==> config.mk <==
export PLATFORM = sky130hd
export DESIGN_NAME = circ_event_logger
export DESIGN_NICKNAME = d
export VERILOG_FILES = /design/src/rtl/circ_event_logger.sv
export SDC_FILE = /design/constraint.sdc
export NUM_CORES = 1
export LEC_CHECK = 0
export ABC_CLOCK_PERIOD_IN_PS = 5500
export CAP_MARGIN = 20
export CORE_MARGIN = 8
export CORE_UTILIZATION = 60
export CTS_CLUSTER_SIZE = 12
export DETAILED_ROUTE_END_ITERATION = 16
export PLACE_DENSITY = 0.79
export SLEW_MARGIN = 10
export SYNTH_ARGS = -nofsm -noshare
export SYNTH_HDL_FRONTEND = slang
export SYNTH_SLANG_ARGS = --single-unit
==> constraint.sdc <==
create_clock -name clk -period 5.5 [get_ports clk]
set_input_delay 1.1 -clock clk [delete_from_list [all_inputs] [get_ports clk]]
set_output_delay 1.1 -clock clk [all_outputs]
set_load 0.02 [all_outputs]
==> src/rtl/circ_event_logger.sv <==
// circ_event_logger
//   Capture stage for a combinational circuit under test. Samples sig_in once
//   per clock and, while logging is running, records every change as a
//   {timestamp, value} event in a small first-word-fall-through FIFO.
//
//   State table
//     state | meaning
//     IDLE  | logging off, waiting for enable
//     ARM   | latch baseline sample, no event recorded
//     RUN   | compare each sample to the previous one, push on change
//
// Ports
//   clk       : single clock, all state updates on rising edge
//   rst       : synchronous active-high reset
//   enable    : logging enable
//   sig_in    : monitored outputs of the circuit under test
//   ev_valid  : FIFO head holds an event
//   ev_ready  : consumer accepts head event this cycle
//   ev_ts     : timestamp of head event (last popped value when empty)
//   ev_val    : sampled value of head event (last popped value when empty)
//   ev_count  : FIFO occupancy
//   overflow  : sticky, at least one event dropped
//   drops     : saturating dropped-event counter
//   clr_ovf   : clears overflow and drops
module circ_event_logger #(
    parameter int WIDTH      = 3,
    parameter int TS_WIDTH   = 16,
    parameter int DEPTH      = 8,
    parameter int DROP_WIDTH = 8
) (
    input  logic                     clk,
    input  logic                     rst,
    input  logic                     enable,
    input  logic [WIDTH-1:0]         sig_in,
    output logic                     ev_valid,
    input  logic                     ev_ready,
    output logic [TS_WIDTH-1:0]      ev_ts,
    output logic [WIDTH-1:0]         ev_val,
    output logic [$clog2(DEPTH):0]   ev_count,
    output logic                     overflow,
    output logic [DROP_WIDTH-1:0]    drops,
    input  logic                     clr_ovf
);

    localparam int AW = $clog2(DEPTH);
    localparam int EW = TS_WIDTH + WIDTH;

    typedef enum logic [1:0] {
        ST_IDLE = 2'd0,
        ST_ARM  = 2'd1,
        ST_RUN  = 2'd2
    } state_t;

    state_t                state_q, state_d;
    logic [TS_WIDTH-1:0]   ts_q, ts_d;
    logic [WIDTH-1:0]      prev_q, prev_d;
    logic [EW-1:0]         mem_q [DEPTH];
    logic [EW-1:0]         mem_d [DEPTH];
    logic [AW:0]           wr_ptr_q, wr_ptr_d;
    logic [AW:0]           rd_ptr_q, rd_ptr_d;
    logic [TS_WIDTH-1:0]   last_ts_q, last_ts_d;
    logic [WIDTH-1:0]      last_val_q, last_val_d;
    logic                  overflow_q, overflow_d;
    logic [DROP_WIDTH-1:0] drops_q, drops_d;

    logic                  empty;
    logic                  full;
    logic                  push;
    logic                  pop;
    logic                  drop;
    logic                  wr_en;
    logic [EW-1:0]         head;

    // Pointers carry one extra wrap bit: equal pointers mean empty, equal
    // index with differing wrap bit means full.
    assign empty = (wr_ptr_q == rd_ptr_q);
    assign full  = (wr_ptr_q[AW-1:0] == rd_ptr_q[AW-1:0]) &&
                   (wr_ptr_q[AW] != rd_ptr_q[AW]);
    assign head  = mem_q[rd_ptr_q[AW-1:0]];

    always_comb begin
        state_d = state_q;
        prev_d  = prev_q;
        push    = 1'b0;
        ts_d    = ts_q + TS_WIDTH'(1);
        case (state_q)
            ST_IDLE: begin
                if (enable) state_d = ST_ARM;
            end
            ST_ARM: begin
                prev_d  = sig_in;
                state_d = enable ? ST_RUN : ST_IDLE;
            end
            ST_RUN: begin
                if (!enable) begin
                    state_d = ST_IDLE;
                end else begin
                    push   = (sig_in != prev_q);
                    prev_d = sig_in;
                end
            end
            default: state_d = ST_IDLE;
        endcase
    end

    always_comb begin
        mem_d      = mem_q;
        wr_ptr_d   = wr_ptr_q;
        rd_ptr_d   = rd_ptr_q;
        last_ts_d  = last_ts_q;
        last_val_d = last_val_q;
        overflow_d = overflow_q;
        drops_d    = drops_q;

        pop   = !empty && ev_ready;
        // A same-cycle pop frees a slot, so a full FIFO only drops without it.
        drop  = push && full && !pop;
        wr_en = push && !drop;

        if (wr_en) begin
            mem_d[wr_ptr_q[AW-1:0]] = {ts_q, sig_in};
            wr_ptr_d = wr_ptr_q + (AW+1)'(1);
        end
        if (pop) begin
            rd_ptr_d   = rd_ptr_q + (AW+1)'(1);
            last_ts_d  = head[EW-1:WIDTH];
            last_val_d = head[WIDTH-1:0];
        end

        // A drop in the clearing cycle still counts as the first new drop.
        if (drop) begin
            overflow_d = 1'b1;
            if (clr_ovf)        drops_d = DROP_WIDTH'(1);
            else if (!(&drops_q)) drops_d = drops_q + DROP_WIDTH'(1);
        end else if (clr_ovf) begin
            overflow_d = 1'b0;
            drops_d    = '0;
        end
    end

    always_ff @(posedge clk) begin
        if (rst) begin
            state_q    <= ST_IDLE;
            ts_q       <= '0;
            prev_q     <= '0;
            wr_ptr_q   <= '0;
            rd_ptr_q   <= '0;
            last_ts_q  <= '0;
            last_val_q <= '0;
            overflow_q <= 1'b0;
            drops_q    <= '0;
        end else begin
            state_q    <= state_d;
            ts_q       <= ts_d;
            prev_q     <= prev_d;
            wr_ptr_q   <= wr_ptr_d;
            rd_ptr_q   <= rd_ptr_d;
            last_ts_q  <= last_ts_d;
            last_val_q <= last_val_d;
            overflow_q <= overflow_d;
            drops_q    <= drops_d;
        end
    end

    // Storage needs no reset; the pointers define which entries are live.
    always_ff @(posedge clk) begin
        mem_q <= mem_d;
    end

    assign ev_valid = !empty;
    assign ev_ts    = empty ? last_ts_q  : head[EW-1:WIDTH];
    assign ev_val   = empty ? last_val_q : head[WIDTH-1:0];
    assign ev_count = wr_ptr_q - rd_ptr_q;
    assign overflow = overflow_q;
    assign drops    = drops_q;

endmodule

# ---- Yosys cells after proc, flatten, opt, wreduce, memory -nomap -nowiden
# Index checks and enable logic that the tools add are counted.
dict set report classes {
  multipliers 0
  addsub 5
  order_cmp 3
  mux 22
  n_eq_ne 10
  n_shift 0
  n_reduce_logical 16
  div_mod_pow 0
  bitwise 2
}
# op count
set ops {}
lappend ops {{$bwmux W152} 1}
lappend ops {{$bmux W19 S3} 1}
lappend ops {{$demux W19 S3} 1}
lappend ops {{$mux W19} 3}
lappend ops {{$mux W8} 4}
lappend ops {{$add A16 B1 Y16 const B} 1}
lappend ops {{$mux W16} 1}
lappend ops {{$add A4 B1 Y4 const B} 2}
lappend ops {{$add A8 B1 Y8 const B} 1}
lappend ops {{$ge A4 B4 Y1 const B} 2}
lappend ops {{$ne A2 B2 Y1 const B} 4}
lappend ops {{$not A3 Y4} 2}
lappend ops {{$reduce_and A8 Y1} 1}
lappend ops {{$logic_and A1 B1 Y1} 6}
lappend ops {{$mux W2} 3}
lappend ops {{$mux W3} 2}
lappend ops {{$pmux W2 S3} 1}
lappend ops {{$pmux W3 S2} 1}
lappend ops {{$reduce_and A2 Y1} 3}
lappend ops {{$eq A4 B4 Y1} 1}
lappend ops {{$lt A4 B1 Y1 const B} 1}
lappend ops {{$mux W1} 4}
lappend ops {{$reduce_bool A2 Y1} 2}
lappend ops {{$sub A4 B4 Y4} 1}
lappend ops {{other kinds (7)} 9}
dict set report totals {
  ramBits 0
  mem_count 0
  inputBits 8
  wordCells 75
  output_inout_bits 33
  romBits 0
  regBits 209
  latch_bits 0
}

# ---- Depth between registers and ports, before layout
# Gate-level depths: netlist of the first run.
dict set report depth {
  ltp_word 7
  ltp_mapped 10
  ltp_nobuf 6
}

# ---- Worst setup path after synthesis of the first run
# No wires, ideal clock.
dict set report synth_path {
  path_type {input port to flip-flop}
  from {input sig_in[1]}
  to {register mem_q[133] (netlist name) (enable)}
  stages 5
  path_slack_ps 1306
  setup_ps 444
  t_arrival_ps 3751
  cell_sequence {xnor2_1 a31oi_1 clkbuf_1 nand2_1 nor4_1}
}
dict set report synth_between {
  elab_chain_cells 7
}
# element line_no
set synth_lines {}
lappend synth_lines {{start: declaration} 34} ;# input logic [WIDTH-1:0] sig_in,
lappend synth_lines {{$ne A3 B3 Y1 (*)} 98} ;# push = (sig_in != prev_q);
lappend synth_lines {{$mux W1 (*)} 95} ;# if (!enable) begin
lappend synth_lines {{$mux W1 (*)} 86} ;# case (state_q)
lappend synth_lines {{$logic_and A1 B1 Y1 (2 in series)} 117} ;# drop = push && full && !pop;
lappend synth_lines {{$logic_not A1 Y1} 118} ;# wr_en = push && !drop;
lappend synth_lines {{$logic_and A1 B1 Y1 (*)} 118}
lappend synth_lines {{end signal: assignment} 167} ;# mem_q <= mem_d;
lappend synth_lines {{end: declaration} 57} ;# logic [EW-1:0] mem_q [DEPTH];
# Every way passes the cells marked *; elsewhere a longest branch is shown, timed or not.
# A chain may end at the register's enable or synchronous reset.

# ---- Worst setup path in the final report of the first run
dict set report layout_path {
  from {register rd_ptr_q[2]}
  to {output ev_ts[8]}
}
dict set report layout_between {
  elab_chain_cells 5
}
# element line_no
set layout_lines {}
lappend layout_lines {{start: declaration} 60} ;# logic [AW:0] rd_ptr_q, rd_ptr_d;
lappend layout_lines {{start signal: assignment} 157} ;# rd_ptr_q <= rd_ptr_d;
lappend layout_lines {{$not A3 Y4 (implied by the code)} 79} ;# assign head = mem_q[rd_ptr_q[AW-1:0]];
lappend layout_lines {{$bmux W19 S3} 79}
lappend layout_lines {{$mux W19 (implied by the code) (2 in series)} 79}
lappend layout_lines {{$mux W16 (*)} 171} ;# assign ev_ts = empty ? last_ts_q : head[EW-1:WIDTH];
lappend layout_lines {{end: declaration} 37} ;# output logic [TS_WIDTH-1:0] ev_ts,
# Every way passes the cells marked *; elsewhere a longest branch is shown, timed or not. The select of a mux whose other input is x is not followed.

==> reports/metrics.csv, run 1 <==
metric;value;unit
run status;complete, no violations;
top_reg_cell synth;edfxtp_1;
total negative setup slack;0;ns
post-route DRC violation count;0;
area fraction of the dominant cell type after synthesis;54.1;%
largest vdd supply drop;247;uV
wire length of the first global-routing pass;27700;um
worst hold-check path type;reg2reg;
r2r startpoint;rd_ptr_q[2];
Worst path most repeated cell;buf_4;
total count of hold-check failures in the final report;0;
xor and xnor area share after synthesis;2.18;%
Core Area;13800;sq um
Port Buf Inserts;40;
1st-iter DRT viols;401;
Top-Level Pins;41;
Clock Root Buffer;clkbuf_16;
count of buffers added by post-CTS timing repair for setup;0;
largest stage delay on the critical path;0.65;ns
pwr dens;323;nW/um^2
TritonCTS clock tree;done;
Net Count, Synth;574;
number of standard-cell rows in the floorplan;43;
synthesized area per cell;15.1;sq um
r2r worst-path depth;8;
wire length after detailed routing;17200;um
required time at the worst-slack endpoint;4.40;ns
cell types occupying the most area after synthesis;edfxtp_1 (54%), dfxtp_1 (14%), mux4_2 (10%), mux2i_1 (3.0%), nor2_1 (2.9%);
Place WS;1.72;ns
Sequential Area;5710;sq um
overall via count from detail_route;4982;
critical path's slowest cell;clkdlybuf4s50_1;
GRT Util Overall;19.5;%
setup clock skew after layout;0.0174;ns
per-cell via count in the routed design;6.21;
leakage power;0.00321;uW
number of flip-flops and latches in the synthesized netlist;209;
biggest area consumer among synthesized cells;edfxtp_1;
startpoint type of the worst setup path;flip-flop;
Buf+Inv Stages, Crit Path;4;
width of the chip;135;um
Period minus WS final;4.32;ns
area growth from synthesis to layout;15.2;%
hold slack final;0.480;ns
gate count after technology mapping;558;
ordered cell list for the critical path;clkinv_1, buf_4, ha_1, nand3_1, nand2b_1, buf_4, nor2_1, a21oi_1, clkdlybuf4s50_1;
WL per Instance;21.5;um
total clock buffers created by CTS;22;
maximum number of pins on one net before global-route repair;58;
area occupied by multi-input gates;2610;sq um
share of final-layout standard cells stronger than drive strength 1;16.2;%
worst-margin pin slew;0.878;ns
fraction of the mapped netlist area in compound gates;5.19;%
critical setup path kind;reg2out;
Layout fillers;842;
largest fanout on the critical path;39;
FF-to-FF End;mem_q[80];
overall overflow remaining after global route;0;
Max Cap Viol;0;
final worst slack;1.18;ns
clock slew at the register clock pins of the worst setup and hold paths;0.06;ns
worst hold endpoint;overflow;
# nets final;624;
crit share post-route;78.5;%
HPWL after DPL;10200;um
Clock Path Buffers;3;
number of clock sinks;209;
Slew Viols, Final;0;
Post-CTS Hold Fix Bufs;0;
Initial Util;61.1;%
number of distinct library cell variants in the gate-level netlist after synthesis;49;
multiplexer share of the synthesized area;13.4;%
initial antenna violation count;0;
vias in the first global route;5023;
startpoint of the worst hold path;overflow;
met3 track utilization from global routing;2.90;%
unrepaired setup endpoints after global routing;no;
CTS HTree Levels;1;
proportion of register bits with asynchronous set or reset after synthesis;0;%
Synth Area in Simple Gates;8.43;%
Post-synth EDFFs;152;
post-cts repair resize count;0;
met2 routing resource usage after global routing;33.8;%
Setup crit end kind;output pin;
maximum clock frequency;0.232;GHz
dominant combinational cell family by area after synthesis;multiplexers;
vertical die dimension;135;um
GR Layer Usage met1;24.7;%
gpl congestion;0.839;
flop2flop setup slack;2.31;ns
kind of cell with the highest combined delay on the critical path;buffers and inverters;
start point of the critical path;rd_ptr_q[2];
adder-cell share of the synthesized area;1.27;%
GRT busiest layer;met2;
area of the mapped netlist;8440;sq um
Arr. time, crit path;3.22;ns
full die area;18100;sq um
total of warnings raised by yosys;0;
number of setup violations in the final report;0;
share of synthesized area occupied by flip-flops and latches;67.6;%
antenna diode count;0;
clock latency on the worst-skew pair;0.50;ns
hold depth;2;
final antenna-violating net count;0;
first-pass iteration count of the detailed router;5;
worst slew margin relative to its limit;41.0;%
tightest hold or removal path: cells and delay by family, from the launching register on:
family	cells	cell delay (ns)
AOI/OAI and AO/OA	1	0.06
DFF	1	0.31
and+or+nand+nor	1	0.06
placed cells by master (no fill, tap or decap), drive strengths merged, types with 4 or more instances in the layout:
master         count
xnor2             13
dfxtp             57
a211oi            20
buf               17
ha                 7
nor3              14
inv               10
clkdlybuf4s50     39
nand3             17
a21oi             29
nor4               5
clkinv             7
nand2             18
xor2               8
or3                4
mux2i             25
o21ai              5
nand4              5
edfxtp           152
mux4              38
clkbuf            32
nor2              65
power breakdown:
| part | switching (uW) | total (uW) | internal [uW] |
|---|---|---|---|
| registers | 11.9 | 1700 | 1690 |
| logic | 81.7 | 146 | 64.1 |
| clock network | 559 | 1300 | 742 |
cell type report:
cell class | instances | area share (%)
timing repair buffer | 56 | 5.30
clock buffer | 32 | 6.05
sequential | 209 | 58.7
tap | 180 | 2.32
clock inverter | 6 | 0.412
inverter | 11 | 0.424
multi-input combinational | 308 | 26.8
flip-flops by register name, indices dropped and copies added, names as in the netlist:
| register | count |
|---|---|
| prev_q | 3 |
| last_val_q | 3 |
| overflow | 1 |
| ts_q | 16 |
| wr_ptr_q | 4 |
| drops | 8 |
| mem_q | 152 |
| last_ts_q | 16 |
| state_q | 2 |
| rd_ptr_q | 4 |
how the worst max path moves through the flow:
| stage | slack, ns | endpoint | depth (start not counted) |
|---|---|---|---|
| global placement | 1.75 | ev_ts[8] | 9 |
| floorplan | 1.31 | mem_q[133] | 5 |
| detailed placement | 1.72 | mem_q[9] | 5 |
| global route | 1.03 | ev_ts[8] | 9 |
| finish | 1.18 | ev_ts[8] | 9 |
| CTS | 1.18 | ev_ts[8] | 9 |
metal layers:
metal  up-vias  routed length (um)
li1       2250                   -
met4         0                 468
met3        37                1030
met2       182                8830
met1      2513                6920
met5         -                   0
cells by family after synthesis:
logic type / after synthesis
adder cells (fa/ha/maj): 8
buffers and inverters: 41
AO/OA/AOI/OAI: 69
flip-flops: 209
multiplexers: 65
XOR/XNOR: 21
AND/OR/NAND/NOR: 145
cells in the mapped netlist, drive strengths merged (2+ instances only):
master    n
inv      10
nor4      5
clkbuf   17
nor3b     2
nand2b    3
nand2    18
nand3    17
a31oi     3
mux2      2
or2       3
nor2b     3
a311oi    2
buf      13
edfxtp  152
a21oi    29
mux2i    25
xnor2    13
a21o      3
ha        7
or3       4
a211oi   20
nand4     5
o21ai     5
and4      2
mux4     38
nor2     65
dfxtp    57
xor2      8
nor3     14
through the flow:
stage / power (uW) / cell area, sq um / util (%) / cells
6_report: 3150 / 9730 / 70.4 / 802
5_1_grt: 3240 / 9730 / 70.4 / 802
4_1_cts: 3170 / 9730 / 70.4 / 802
3_5_place_dp: 1880 / 9100 / 65.8 / 764
3_3_place_gp: 1870 / 9100 / 65.8 / 764
2_1_floorplan: 1820 / 8440 / - / 558
Note: power is estimated with default switching activity, not from simulation.
==> run 2: changes to the inputs <==
--- a/config.mk
+++ b/config.mk
@@ -5,7 +5,7 @@
 export SDC_FILE = /design/constraint.sdc
 export NUM_CORES = 1
 export LEC_CHECK = 0
-export ABC_CLOCK_PERIOD_IN_PS = 5500
+export ABC_CLOCK_PERIOD_IN_PS = 4400
 export CAP_MARGIN = 20
 export CORE_MARGIN = 8
 export CORE_UTILIZATION = 60
==> constraint.sdc (replaced) <==
create_clock -name clk -period 4.4 [get_ports clk]
set_input_delay 0.88 -clock clk [delete_from_list [all_inputs] [get_ports clk]]
set_output_delay 0.88 -clock clk [all_outputs]
set_load 0.02 [all_outputs]
==> run 2 against run 1 <==
Against the previous run:
- first-iteration DRC count grew 30%
- die area did not move
- utilization grew 0.76 points
- cell area is 1.1% higher
- worst setup slack worse by 0.67 ns
- combinational power rose by 27%
- cell count is the same
- total power increased by 29%
- sequential share of layout area decreased by 0.63 points
==> reports/metrics.csv, run 2 (synthesis results as in run 1) <==
metric;value;unit
run status;complete, no violations;
largest fanout on the critical path;19;
HPWL after DPL;10400;um
total negative setup slack;0;ns
Arr. time, crit path;3.01;ns
vertical die dimension;135;um
Layout fillers;855;
Setup crit end kind;output pin;
number of clock sinks;209;
Max Cap Viol;0;
crit share post-route;88.4;%
CTS HTree Levels;1;
total clock buffers created by CTS;22;
WL per Instance;22.0;um
overall overflow remaining after global route;0;
post-cts repair resize count;0;
1st-iter DRT viols;521;
worst hold-check path type;reg2reg;
number of flip-flops in the largest register;152;
maximum number of pins on one net before global-route repair;58;
total cell area at the placement stage;9140;sq um
wire length after detailed routing;17700;um
width of the chip;135;um
per-cell via count in the routed design;6.20;
Core Area;13800;sq um
number of standard cells in the final layout excluding fillers;802;
setup clock skew after layout;0.00597;ns
flop2flop setup slack;1.44;ns
worst-margin pin slew;0.917;ns
# nets final;625;
worst slew margin relative to its limit;38.9;%
Clock Path Buffers;3;
Port Buf Inserts;40;
initial antenna violation count;0;
total placed cells including tap cells;764;
count of buffers added by post-CTS timing repair for setup;0;
overall via count from detail_route;4971;
largest stage delay on the critical path;0.65;ns
hold slack final;0.487;ns
Slew Viols, Final;0;
required time at the worst-slack endpoint;3.52;ns
clock slew at the register clock pins of the worst setup and hold paths;0.06;ns
wire length of the first global-routing pass;27900;um
Top-Level Pins;41;
register with the most flip-flops;mem_q;
Clock Root Buffer;clkbuf_16;
Place WS;0.991;ns
Layout Cell Area excl Fill;9830;sq um
antenna diode count;0;
leading cell type in the layout, fill and taps excluded;edfxtp_1;
share of final-layout standard cells stronger than drive strength 1;16.4;%
number of setup violations in the final report;0;
clock latency on the worst-skew pair;0.49;ns
kind of cell with the highest combined delay on the critical path;buffers and inverters;
largest vdd supply drop;320;uV
vias in the first global route;5007;
Period minus WS final;3.89;ns
critical path's slowest cell;clkdlybuf4s50_1;
pwr dens;413;nW/um^2
critical setup path kind;reg2out;
Post-CTS Hold Fix Bufs;0;
first-pass iteration count of the detailed router;5;
TritonCTS clock tree;done;
maximum clock frequency;0.257;GHz
top library cells by usage in the layout, fill and taps aside;edfxtp_1 (152), nor2_1 (63), dfxtp_1 (55);
Initial Util;61.1;%
area growth from synthesis to layout;16.4;%
number of standard-cell rows in the floorplan;43;
final antenna-violating net count;0;
Buf+Inv Stages, Crit Path;3;
GRT Util Overall;19.6;%
post-route DRC violation count;0;
startpoint type of the worst setup path;flip-flop;
leakage power;0.00325;uW
gpl congestion;0.892;
total count of hold-check failures in the final report;0;
registers with the most flip-flops;mem_q: 152 flops, last_ts_q: 16 flops, ts_q: 16 flops;
full die area;18100;sq um
final worst slack;0.509;ns
unrepaired setup endpoints after global routing;no;
ordered cell list for the critical path;inv_1, ha_1, nand3_1, nand2b_1, buf_4, nor2_1, a21oi_1, clkdlybuf4s50_1;
run 2: area by class of cell:
type,count,area [sq um],area share [%]
Inverter,11,41.3,0.420
Tap cell,180,225,2.29
Sequential cell,209,5710,58.0
Clock inverter,4,42.5,0.433
Multi-Input combinational cell,308,2610,26.5
Timing Repair Buffer,57,573,5.83
Clock buffer,33,633,6.44
run 2: worst paths after layout:
check / start / to / cells past startpoint
max: wr_ptr_q[0] / ev_ts[8] / 8
max reg2reg: wr_ptr_q[0] / mem_q[70] / 7
min: overflow / overflow / 2
min reg2reg: overflow / overflow / 2
run 2: stage by stage:
step | total power, uW | util, %
6_report | 4060 | 71.1
5_1_grt | 4170 | 71.1
3_5_place_dp | 2350 | 66.1
3_3_place_gp | 2350 | 66.1
4_1_cts | 4080 | 71.0
2_1_floorplan | 2270 | -
run 2: worst min-delay path: cells and delay by family, from the launching register on:
kind               cells  cell delay, ns
AOI/OAI and AO/OA      1            0.06
and+or+nand+nor        1            0.07
DFF                    1            0.31
run 2: metal layers:
metal / share of wire, % / global-route usage, %
met1: 40 / 25.3
met2: 51 / 33.7
met4: 2.0 / 5.30
met5: 0 / 0
met3: 7.2 / 3.31
run 2: power breakdown:
group	internal (uW)	leakage (uW)	switching, uW
logic	83.2	0.00106	103
registers	2110	0.00186	17.2
clock network	1040	0.000328	701
==> run 3: changes to the inputs <==
--- a/config.mk
+++ b/config.mk
@@ -7,11 +7,12 @@
 export LEC_CHECK = 0
 export ABC_CLOCK_PERIOD_IN_PS = 4400
 export CAP_MARGIN = 20
-export CORE_MARGIN = 8
+export CORE_MARGIN = 3
 export CORE_UTILIZATION = 60
 export CTS_CLUSTER_SIZE = 12
 export DETAILED_ROUTE_END_ITERATION = 16
 export PLACE_DENSITY = 0.79
+export SKIP_LAST_GASP = 1
 export SLEW_MARGIN = 10
 export SYNTH_ARGS = -nofsm -noshare
 export SYNTH_HDL_FRONTEND = slang
==> run 3 against run 2 <==
Against the previous run:
- worst setup slack got worse by 0.17 ns
- non-clock buffer count rose by 2
- critical path depth did not move
- combinational power barely moved
- via count fell by 0.40%
- clock-buffer cell count rose by 5
- sequential share of layout area rose by 0.089 points
- clock power fell by 2%
- cell count rose by 0.12%
- register-to-register slack improved by 0.02 ns
- total power fell by 1.0%
- die area fell by 14%
- critical path type unchanged
==> reports/metrics.csv, run 3 (synthesis results as in run 1) <==
metric;value;unit
run status;complete, no violations;
number of clock sinks;209;
per-cell via count in the routed design;6.17;
number of standard cells in the final layout excluding fillers;803;
Top-Level Pins;41;
area growth from synthesis to layout;16.3;%
overall overflow remaining after global route;0;
number of standard-cell rows in the floorplan;42;
Post-CTS Hold Fix Bufs;0;
combinational fraction of design power;4.6;%
critical path's slowest cell;dfxtp_2;
antenna diode count;0;
critical setup path kind;reg2out;
flop2flop setup slack;1.46;ns
pwr dens;409;nW/um^2
post-cts repair resize count;0;
Arr. time, crit path;3.18;ns
Psw;805;uW
first-pass iteration count of the detailed router;5;
post-route DRC violation count;0;
Slew Viols, Final;0;
setup clock skew after layout;0.0105;ns
wire length after detailed routing;16900;um
total count of hold-check failures in the final report;0;
1st-iter DRT viols;432;
registers with the most flip-flops;mem_q: 152 flops, last_ts_q: 16 flops, ts_q: 16 flops;
total placed cells including tap cells;762;
total clock buffers created by CTS;22;
worst slew margin relative to its limit;51.3;%
Period minus WS final;4.06;ns
initial antenna violation count;0;
largest stage delay on the critical path;0.74;ns
clock slew at the register clock pins of the worst setup and hold paths;0.06;ns
Initial Util;62.5;%
WL per Instance;21.0;um
width of the chip;125;um
sequential share of power;53.0;%
share of final-layout standard cells stronger than drive strength 1;16.7;%
top library cells by usage in the layout, fill and taps aside;edfxtp_1 (152), nor2_1 (63), dfxtp_1 (55);
HPWL after DPL;9950;um
Max Cap Viol;0;
worst hold-check path type;reg2reg;
wire length of the first global-routing pass;27000;um
vias in the first global route;5087;
final antenna-violating net count;0;
number of flip-flops in the largest register;152;
register with the most flip-flops;mem_q;
GRT Util Overall;21.8;%
clock latency on the worst-skew pair;0.48;ns
number of setup violations in the final report;0;
leakage power;0.00325;uW
worst-margin pin slew;0.727;ns
startpoint type of the worst setup path;flip-flop;
overall via count from detail_route;4951;
largest fanout on the critical path;25;
full die area;15500;sq um
switching power share of the total;20.1;%
leading cell type in the layout, fill and taps excluded;edfxtp_1;
required time at the worst-slack endpoint;3.52;ns
gpl congestion;0.835;
Port Buf Inserts;40;
Core Area;13500;sq um
TritonCTS clock tree;done;
Clock Root Buffer;clkbuf_16;
maximum clock frequency;0.246;GHz
Setup crit end kind;output pin;
share of total power in the clock network;42.5;%
unrepaired setup endpoints after global routing;no;
total negative setup slack;0;ns
crit share post-route;92.4;%
vertical die dimension;125;um
largest vdd supply drop;356;uV
maximum number of pins on one net before global-route repair;58;
# nets final;627;
count of buffers added by post-CTS timing repair for setup;0;
CTS HTree Levels;1;
ordered cell list for the critical path;inv_1, ha_1, nand3_1, nand2b_1, buf_4, nor2_1, a21oi_1, clkdlybuf4s50_1;
Int Pwr;3210;uW
Clock Path Buffers;3;
[run 3: changes by cell type in the layout (fill, tap and decap cells not counted)]
cell / delta
buf_12: -2
bufinv_16: -1
clkbuf_1: +4
clkinv_1: -2
clkbuf_8: +1
buf_4: +4
clkinv_4: +1
[run 3: worst max-delay path, delay by kind of cell (launching register included)]
family | cells | cell delay [ns]
buffers and inverters | 3 | 1.03
flip-flops | 1 | 0.74
AND/OR/NAND/NOR | 3 | 0.43
adder cells (fa/ha/maj) | 1 | 0.31
AO/OA/AOI/OAI | 1 | 0.19
[run 3: per-layer routing]
| layer | vias up | track usage, % | share of wire (%) |
|---|---|---|---|
| li1 | 2255 | - | - |
| met5 | - | 0 | 0 |
| met3 | 35 | 3.43 | 5.8 |
| met4 | 0 | 6.71 | 2.1 |
| met1 | 2490 | 29.2 | 41 |
| met2 | 171 | 37.2 | 51 |
[run 3: power groups by stage]
stage,registers (uW),clock network (uW),logic [uW]
2_1_floorplan,2160,0,113
3_3_place_gp,2170,0,175
3_5_place_dp,2170,0,180
4_1_cts,2130,1740,182
5_1_grt,2130,1820,196
6_report,2130,1710,183
[run 3: path summary, 6_finish.rpt]
kind | from | endpoint | depth (start not counted)
worst max-delay path | rd_ptr_q[1] | ev_val[0] | 8
worst min-delay path | overflow | overflow | 2
worst max register to register | rd_ptr_q[1] | mem_q[147] | 7
worst min register to register | overflow | overflow | 2
[run 3: per-stage QoR]
stage                     total power, uW  area (sq um)  util (%)  worst slack, ns  hold WS [ns]
after floorplan                      2270          8440         -            0.366         0.457
after global placement               2340          9120      67.5             1.03         0.461
after detailed placement             2350          9120      67.5            0.939         0.469
after CTS                            4050          9800      72.5            0.358         0.475
after global routing                 4140          9820      72.7            0.176         0.503
final                                4020          9820      72.7            0.336         0.472
[run 3: area by class of cell]
class | instances | area, sq um
Fill cell | 813 | 3690
Multi-Input combinational cell | 308 | 2610
Timing Repair Buffer | 59 | 563
Clock inverter | 2 | 13.8
Sequential cell | 209 | 5710
Inverter | 11 | 41.3
Clock buffer | 38 | 662
Tap cell | 176 | 220
